===== src/rtl/opb_register_snapshot_bank_pkg.sv =====
// Shared definitions for the OPB register snapshot bank: register word
// offsets, CTRL bit positions, version constant and counter width.
package opb_register_snapshot_bank_pkg;

  localparam int          CNT_W   = 32;
  localparam logic [15:0] VERSION = 16'h0002;

  // Word offsets (byte address bits [7:2])
  localparam logic [5:0] W_CTRL      = 6'd0;
  localparam logic [5:0] W_STATUS    = 6'd1;
  localparam logic [5:0] W_INFO      = 6'd2;
  localparam logic [5:0] W_CHAN_BASE = 6'd4;

  // CTRL bit indices (LSB numbering)
  localparam int CTRL_SNAP   = 0;
  localparam int CTRL_CLEAR  = 1;
  localparam int CTRL_FREEZE = 2;

  // Per-cycle command broadcast to every channel
  typedef struct packed {
    logic snap;     // copy live data and counter into the snapshots
    logic clear;    // zero live counter and overflow flag
    logic refresh;  // auto-snap: copy live data only
  } chan_cmd_t;

  // Word index of DATA_SNAP[ch]; COUNT_SNAP[ch] is the next word
  function automatic logic [5:0] data_word(input int ch);
    return W_CHAN_BASE + 6'(2 * ch);
  endfunction

  function automatic logic [5:0] count_word(input int ch);
    return data_word(ch) + 6'd1;
  endfunction

  function automatic logic [31:0] info_word(input int num_ch, input int dwidth);
    return {VERSION, 8'(num_ch), 8'(dwidth)};
  endfunction

endpackage


===== src/rtl/opb_snap_chan.sv =====
// One snapshot channel: saturating event counter with sticky overflow,
// plus data and count snapshot registers.
module opb_snap_chan
  import opb_register_snapshot_bank_pkg::*;
#(
  parameter int DWIDTH = 32
) (
  input  logic              clk,
  input  logic              rst_n,
  input  chan_cmd_t         cmd,
  input  logic              valid,
  input  logic [DWIDTH-1:0] data_in,
  output logic [DWIDTH-1:0] data_snap,
  output logic [CNT_W-1:0]  count_snap,
  output logic              overflow
);

  logic [CNT_W-1:0] live_count;
  logic             saturated;

  assign saturated = &live_count;

  // Live counter: clear beats an increment in the same cycle; at saturation
  // the count holds and the overflow flag latches.
  // NOTE: sequential state uses non-blocking assignments so every register
  // samples pre-edge values; blocking here would create order-dependent races.
  always_ff @(posedge clk or negedge rst_n) begin
    if (!rst_n) begin
      live_count <= '0;
      overflow   <= 1'b0;
    end else if (cmd.clear) begin
      live_count <= '0;
      overflow   <= 1'b0;
    end else if (valid) begin
      if (saturated) overflow   <= 1'b1;
      else           live_count <= live_count + 1'b1;
    end
  end

  // Snapshots sample the pre-edge live values, so a simultaneous clear
  // still captures the old count.
  // NOTE: snapshot registers are reset explicitly; software must never read
  // stale contents after reset.
  always_ff @(posedge clk or negedge rst_n) begin
    if (!rst_n) begin
      data_snap  <= '0;
      count_snap <= '0;
    end else begin
      if (cmd.snap)                data_snap  <= data_in;
      else if (cmd.refresh)        data_snap  <= data_in;
      if (cmd.snap)                count_snap <= live_count;
    end
  end

endmodule


===== src/rtl/opb_register_snapshot_bank.sv =====
// OPB slave exposing CTRL/STATUS/INFO and per-channel data/count snapshots.
// Single-cycle registered acknowledge; read data is valid only in the ack
// cycle and zero otherwise.
module opb_register_snapshot_bank
  import opb_register_snapshot_bank_pkg::*;
#(
  parameter logic [31:0] C_BASEADDR  = 32'h01100000,
  parameter logic [31:0] C_HIGHADDR  = 32'h011000FF,
  parameter int          C_NUM_CH    = 4,
  parameter int          C_DWIDTH    = 32,
  parameter int          C_AUTO_SNAP = 0
) (
  input  logic                         OPB_Clk,
  input  logic                         OPB_Rst,
  input  logic [0:31]                  OPB_ABus,
  input  logic [0:3]                   OPB_BE,
  input  logic [0:31]                  OPB_DBus,
  input  logic                         OPB_RNW,
  input  logic                         OPB_select,
  input  logic                         OPB_seqAddr,
  output logic [0:31]                  Sl_DBus,
  output logic                         Sl_xferAck,
  output logic                         Sl_errAck,
  output logic                         Sl_retry,
  output logic                         Sl_toutSup,
  input  logic [C_NUM_CH*C_DWIDTH-1:0] user_data_in,
  input  logic [C_NUM_CH-1:0]          user_valid
);

  // OPB vectors are MSB-first; these copies use LSB numbering throughout.
  logic [31:0] addr;
  logic [31:0] wdata;
  logic [5:0]  word;
  logic        hit;
  logic        req;
  logic        ctrl_wr;
  logic        freeze;
  logic        xfer_ack;
  logic [31:0] rdata;
  logic [31:0] rd_q;
  chan_cmd_t   cmd;

  logic [C_NUM_CH-1:0] overflow;
  logic [C_DWIDTH-1:0] data_snap  [C_NUM_CH];
  logic [CNT_W-1:0]    count_snap [C_NUM_CH];

  logic unused_inputs;

  assign addr  = OPB_ABus;
  assign wdata = OPB_DBus;
  assign word  = addr[7:2];
  assign hit   = (addr >= C_BASEADDR) && (addr <= C_HIGHADDR);

  // A new transfer starts only when no ack is outstanding, so a held select
  // is acknowledged on alternate cycles with a fresh decode each time.
  assign req = OPB_select && hit && !xfer_ack;

  // CTRL side effects happen in the ack cycle and need the low byte enabled.
  assign ctrl_wr = xfer_ack && OPB_select && hit && !OPB_RNW &&
                   (word == W_CTRL) && OPB_BE[3];

  assign cmd.snap    = ctrl_wr && wdata[CTRL_SNAP];
  assign cmd.clear   = ctrl_wr && wdata[CTRL_CLEAR];
  assign cmd.refresh = (C_AUTO_SNAP != 0) && !freeze;

  assign Sl_xferAck = xfer_ack;
  assign Sl_DBus    = rd_q;
  assign Sl_errAck  = 1'b0;
  assign Sl_retry   = 1'b0;
  assign Sl_toutSup = 1'b0;

  assign unused_inputs = ^{OPB_seqAddr, OPB_BE[0:2], wdata[31:3]};

  // Acknowledge and read-data registers; read data is captured with the
  // request decode so it appears exactly in the ack cycle.
  always_ff @(posedge OPB_Clk or negedge OPB_Rst) begin
    if (!OPB_Rst) begin
      xfer_ack <= 1'b0;
      rd_q     <= '0;
    end else begin
      xfer_ack <= req;
      rd_q     <= (req && OPB_RNW) ? rdata : '0;
    end
  end

  // Persistent FREEZE bit; SNAP and CLEAR are pulses and are never stored.
  always_ff @(posedge OPB_Clk or negedge OPB_Rst) begin
    if (!OPB_Rst)     freeze <= 1'b0;
    else if (ctrl_wr) freeze <= wdata[CTRL_FREEZE];
  end

  // Read multiplexer over the register map; unmapped words read zero.
  // NOTE: rdata gets a default before any branch so no path leaves it
  // unassigned, which would otherwise infer a latch.
  always_comb begin
    rdata = '0;
    unique case (word)
      W_CTRL:   rdata[CTRL_FREEZE]     = freeze;
      W_STATUS: rdata[C_NUM_CH-1:0]    = overflow;
      W_INFO:   rdata                  = info_word(C_NUM_CH, C_DWIDTH);
      default: begin
        for (int i = 0; i < C_NUM_CH; i++) begin
          if (word == data_word(i))  rdata = 32'(data_snap[i]);
          if (word == count_word(i)) rdata = count_snap[i];
        end
      end
    endcase
  end

  for (genvar i = 0; i < C_NUM_CH; i++) begin : g_chan
    opb_snap_chan #(
      .DWIDTH (C_DWIDTH)
    ) u_chan (
      .clk        (OPB_Clk),
      .rst_n      (OPB_Rst),
      .cmd        (cmd),
      .valid      (user_valid[i]),
      .data_in    (user_data_in[i*C_DWIDTH +: C_DWIDTH]),
      .data_snap  (data_snap[i]),
      .count_snap (count_snap[i]),
      .overflow   (overflow[i])
    );
  end

endmodule


===== config.mk =====
export PLATFORM = sky130hd
export DESIGN_NAME = opb_register_snapshot_bank
export DESIGN_NICKNAME = d
export VERILOG_FILES = /design/src/rtl/opb_register_snapshot_bank_pkg.sv /design/src/rtl/opb_snap_chan.sv /design/src/rtl/opb_register_snapshot_bank.sv
export SDC_FILE = /design/constraint.sdc
export NUM_CORES = 1
export LEC_CHECK = 0
export CAP_MARGIN = 25
export CORE_ASPECT_RATIO = 0.9
export CORE_MARGIN = 5
export CORE_UTILIZATION = 30
export DETAILED_ROUTE_END_ITERATION = 12
export GPL_TIMING_DRIVEN = 0
export SETUP_SLACK_MARGIN = 0.2
export SYNTH_ARGS = -nofsm -noshare
export SYNTH_HDL_FRONTEND = slang
export SYNTH_SLANG_ARGS = --single-unit

===== constraint.sdc =====
create_clock -name OPB_Clk -period 2.9 [get_ports OPB_Clk]
set_clock_uncertainty 0.05 [all_clocks]
set_input_delay 0.87 -clock OPB_Clk [delete_from_list [all_inputs] [get_ports OPB_Clk]]
set_output_delay 0.87 -clock OPB_Clk [all_outputs]
set_load 0.005 [all_outputs]

; Word level (Yosys, flattened, before mapping)
; Cells that the tools add are included.
[classes]
n_lt_le_gt_ge = 2
addsub = 4
n_mux = 37
reduce_logical = 36
eq_ne = 14
[op_table]
columns = op, count
row1 = $mux 32, 21
row2 = $add 32x1->32 const B, 4
row3 = $reduce_and 32->1, 4
row4 = $pmux 28 s2, 1
row5 = $ge 32x25->1 const B, 1
row6 = $le 32x25->1 const B, 1
row7 = $eq 6x3->1 const B, 4
row8 = $eq 6x4->1 const B, 4
row9 = $reduce_and 2->1, 8
row10 = $reduce_bool 2->1, 8
row11 = $mux 1, 12
row12 = $logic_and 1x1->1, 11
row13 = $ne 2x2->1 const B, 4
row14 = $eq 6x1->1 const B, 1
row15 = $eq 6x2->1 const B, 1
row16 = $logic_not 6->1, 1
row17 = $pmux 2 s2, 1
row18 = $reduce_or 2->1, 2
row19 = $pmux 1 s3, 1
row20 = $logic_not 1->1, 2
row21 = $pmux 1 s2, 1
[totals]
inputBits = 205
regBits = 422
elab_cells = 112
out_inout_bits = 36

; Depth between registers and ports, before layout
[logic_depth]
ltp_word = 11
mapped_depth = 8
ltp_nobuf = 6

; Cells and area by module
; Synthesis repeated with hierarchy kept, for this count alone.
[hier_totals]
hier_cells = 1731
area_unflattened_um2 = 20365.8
[by_module_without_submodules]
columns = mod, n_inst, seq_area_each_um2, area_each_um2, cells_each
row1 = opb_snap_chan, 4, 2427.3, 4234.1, 334
row2 = opb_register_snapshot_bank, 1, 850.8, 3429.5, 395

; Worst setup path after synthesis
; OpenSTA, ideal clock, no wires.
[synth_timing]
kind = input to register
from = input port OPB_ABus[12] in the netlist's numbering
to = register g_chan[2].u_chan.count_snap[19]
arrival_time_ns = 2.691
n_path_buf = 2
stages = 6
required_time_ns = 2.722
setup_ns = 0.128
slack_ns = 0.031
path_cell_list = or4_1 -> nor3_2 -> nand4_2 -> buf_2 -> buf_2 -> mux2_1
[synth_between]
elab_chain_len = 7
word_cells_on_any_way = 8
classes_between = 2 x order compare / 6 x reduce/logical
[synth_lines]
columns = element, line
row1 = from (decl), opb_register_snapshot_bank.sv:15  ; input logic [0:31] OPB_ABus,
row2 = $ge 32x25->1 or $le 32x25->1 (tied branches), opb_register_snapshot_bank.sv:52  ; assign hit = (addr >= C_BASEADDR) && (addr <= C_HIGHADDR);
row3 = $logic_and 1x1->1 (*), opb_register_snapshot_bank.sv:52
row4 = $logic_and 1x1->1 (*) (3 in a row), opb_register_snapshot_bank.sv:59  ; assign ctrl_wr = xfer_ack && OPB_select && hit && !OPB_RNW &&
row5 = $logic_and 1x1->1 (*), opb_register_snapshot_bank.sv:60  ; (word == W_CTRL) && OPB_BE[3];
row6 = $logic_and 1x1->1 (*), opb_register_snapshot_bank.sv:62  ; assign cmd.snap = ctrl_wr && wdata[CTRL_SNAP];
row7 = to (signal assigned), opb_snap_chan.sv:51  ; if (cmd.snap) count_snap <= live_count;
row8 = to (decl), opb_snap_chan.sv:14  ; output logic [CNT_W-1:0] count_snap,
; Mark *: on every way between the ends. The rest lies on a longest branch, timed or not.
; A chain may end at the register's enable or synchronous reset.

; Worst setup path in the final report
[layout_timing]
from = input port OPB_ABus[28] in the netlist's numbering
to = register rd_q[12], in the netlist Sl_DBus[19]
[layout_between]
elab_chain_len = 11
word_cells_on_any_way = 28
classes_between = 2 x order compare / 10 x eq/ne / 10 x mux / 6 x reduce/logical
[layout_lines]
columns = element, line
row1 = $eq 6x3->1, opb_register_snapshot_bank.sv:103  ; if (word == data_word(i)) rdata = 32'(data_snap[i]);
row2 = $mux 32, opb_register_snapshot_bank.sv:103
row3 = $mux 32, opb_register_snapshot_bank.sv:104  ; if (word == count_word(i)) rdata = count_snap[i];
row4 = $mux 32, opb_register_snapshot_bank.sv:103
row5 = $mux 32, opb_register_snapshot_bank.sv:104
row6 = $mux 32, opb_register_snapshot_bank.sv:103
row7 = $mux 32, opb_register_snapshot_bank.sv:104
row8 = $mux 32, opb_register_snapshot_bank.sv:103
row9 = $mux 32, opb_register_snapshot_bank.sv:104
row10 = $pmux 28 s2, opb_register_snapshot_bank.sv:97  ; unique case (word)
row11 = $mux 32 (*), opb_register_snapshot_bank.sv:82  ; rd_q <= (req && OPB_RNW) ? rdata : '0;
row12 = to (signal assigned), opb_register_snapshot_bank.sv:82
row13 = to (decl), opb_register_snapshot_bank.sv:40  ; logic [31:0] rd_q;
; Marks and branches as above.

==> metrics.cfg <==
[outcome]
status = complete, no violations

[sta]
rsz0062_at_grt = true
worst_pin_slew_ps = 1070
relSlewSlack = 0.281
setup_violations = 0
finalMaxSlewViolations = 0
hold_violations = 0
fmax_ghz = 0.369
period_minus_slack_ps = 2710
period_share = 0.935

[clock_tree]
cts.path.max_buffers = 3
root_buffer = clkbuf_16
clkTransAtPathRegs_ps = 60
cts_buffers = 47
cts_sinks = 422
htree_num_levels = 2
postCtsHoldBufs = 0
cts_tree = yes
insertion_delay_ps = 580

[placement]
hpwlAfterDp_um = 52000
routabilityCongestion = 0.951
portBuffers = 200
placed_area_um2 = 23700

[critical_path]
arrival_ps = 3130
path_class = primary input to register
critPathLaunchType = primary input
cp-end-kind = register
cp_max_fo = 10
cp.required_ps = 3320

[die]
die_w_um = 283
start_util = 0.301
core-area_um2 = 66700
die_height_um = 255
rows = 90
io_pins = 241
die_area_um2 = 72200

[power_and_ir_drop]
ir_drop_uv = 340
clkPwrFrac = 0.454
power_w = 0.0137
leakagePower_nw = 11.8
p_switching_w = 0.00343
power_frac_comb = 0.084
powerDensity_nw_per_um2 = 518
swShare = 0.250
seqPwrFrac = 0.462
p_int_w = 0.0103

[detailed_routing]
first_iter_violations = 1642
wirelength_um = 71400
first_pass_iters = 6
avgRoutedWirePerCell_um = 24.4
viasPerCell = 5.50
num_vias = 16100
drc_errors = 0
ant_nets = 0

[layout]
num-nets-final = 2225
drive_gt1_frac = 0.217
stdcell_area_um2 = 26400
synthToLayoutAreaGrowth_pct = 31.7
final_util = 0.397

[yosys]
synth_ff_type = dfrtp_1
synthTopCellsByCount = dfrtp_1 (422), mux2_1 (196), nand2_1 (125)
synth.distinct_cells = 71
synth_top_family_by_area = multiplexers
synth.avg_cell_area_um2 = 11.7
netlist_instances = 1713
synth_compound_area_frac = 0.0974
ys_seq_area_frac = 0.526
yosysWarnings = 0
yosys.area.top_type = dfrtp_1
synth-async-reset-ratio = 1.00
synth-edff-count = 0
synth.area.mux_share = 0.193
synth_top_area_frac = 0.526
synth_xor_area_frac = 0.0131
yosysMostFrequentCell = dfrtp_1
ys_ff_latch = 422
synth_fa_ha_area_frac = 0.00249
synthSimpleGateAreaFrac = 0.138
netlist_area_um2 = 20100
yosys-top-cells-area = dfrtp_1 (53%), mux2_1 (11%), mux2_2 (3.8%)

[run]
cap_violations = 0

[global_routing]
grt_antenna_before_repair = 3
grt_pass1_vias = 16100
overflow = 0
grt_pass1_wl_um = 103000
grt_max_degree = 115
groute.usage.overall = 0.187

[hold_path]
hold_class = primary input to async pin

-- cells in the final DEF, fill, tap and decap left out, drive strengths merged, types with 20 or more instances in the layout --
master,Yosys,routed
o22ai,20,20
xnor2,20,20
clkbuf,42,119
clkdlybuf4s50,0,179
and3,22,22
nor3,20,20
nand2,125,125
o21ai,105,105
or3,49,49
mux2,264,264
or4,40,40
nor4,20,20
nor2,68,68
nand2b,21,21
nand4,42,42
buf,61,102
mux4,34,34
dfrtp,422,422
inv,19,21
a21oi,101,101
o31ai,38,38
nand3,45,45
-- power groups by stage --
stage	Sequential, W	Clock, W	Combinational, W
after floorplan	0.00634	0	0.000540
after global placement	0.00642	0	0.00106
after detailed placement	0.00642	0	0.00111
after CTS	0.00632	0.00632	0.00113
after global routing	0.00636	0.00656	0.00126
final	0.00633	0.00622	0.00114
-- stage by stage --
stage	setup WS (ps)	cells	setup TNS (ps)	hold WS, ps
after floorplan	114	1715	0	395
after global placement	-17830	2789	-7932660	408
after detailed placement	-1660	2795	-442980	421
after CTS	187	2897	0	313
after global routing	92.4	2926	0	322
final	188	2927	0	279
-- routing by layer --
layer,GRT usage,share of wire,up-vias
li1,-,-,7021
met1,0.269,0.44,8184
met5,0,0.00018,-
met4,0.0586,0.033,2
met2,0.278,0.44,752
met3,0.0468,0.095,131
-- layout make-up --
cell class	count	area (um^2)
clock buffers	60	1330
multi-input cells	1171	9440
clock inverters	24	270
inverters	19	71.3
well taps	874	1090
fillers	6292	40200
plain buffers	103	930
repair buffers	252	2740
flip-flops and latches	422	10600
diodes	2	5.00
-- final timing paths --
path                                                 from                         endpoint  slack, ps  cells after the start
max                                          OPB_ABus[28]                      Sl_DBus[19]        190                      7
min in group OPB_Clk       g_chan[3].u_chan.count_snap[4]   g_chan[3].u_chan.count_snap[4]        430                      2
max in group asynchronous                         OPB_Rst   g_chan[3].u_chan.data_snap[17]        970                      4
min reg2reg                g_chan[3].u_chan.count_snap[4]   g_chan[3].u_chan.count_snap[4]        430                      2
max reg2reg                                    Sl_xferAck  g_chan[0].u_chan.count_snap[18]        240                      7
min                                               OPB_Rst   g_chan[0].u_chan.data_snap[22]        280                      2
-- sequential cells by signal (all words and copies together) (netlist names) --
register,count
g_chan.u_chan.count_snap,128
g_chan.u_chan.data_snap,128
g_chan.u_chan.live_count,128
Sl_DBus,32
g_chan.u_chan.overflow,4
Sl_xferAck,1
freeze,1
-- what timing repair did --
action,4_1_cts,5_1_grt
endpoints found under the setup margin,418,300
pin swaps,12,17
setup buffers,17,14
cloned,1,13
resized for setup,101,118
-- kinds of logic (layout without fill, tap and decap cells) --
| kind of cell | after synthesis | after routing |
|---|---|---|
| AOI/OAI and AO/OA | 325 | 325 |
| DFF | 422 | 422 |
| xor gates and xnor gates | 30 | 30 |
| adders and majority gates | 4 | 4 |
| muxes | 312 | 312 |
| and+or+nand+nor | 497 | 497 |
| other | 1 | 5 |
| buffers and inverters | 122 | 458 |
-- critical path, cell delays in order --
cell and delay (ps):
clkdlybuf4s15_1 410, clkbuf_4 350, clkdlybuf4s15_2 530, mux4_2 380, nand2_1 110, o2bb2ai_2 190
a21oi_1 270
No activity file was read; power rests on OpenSTA's default activity.
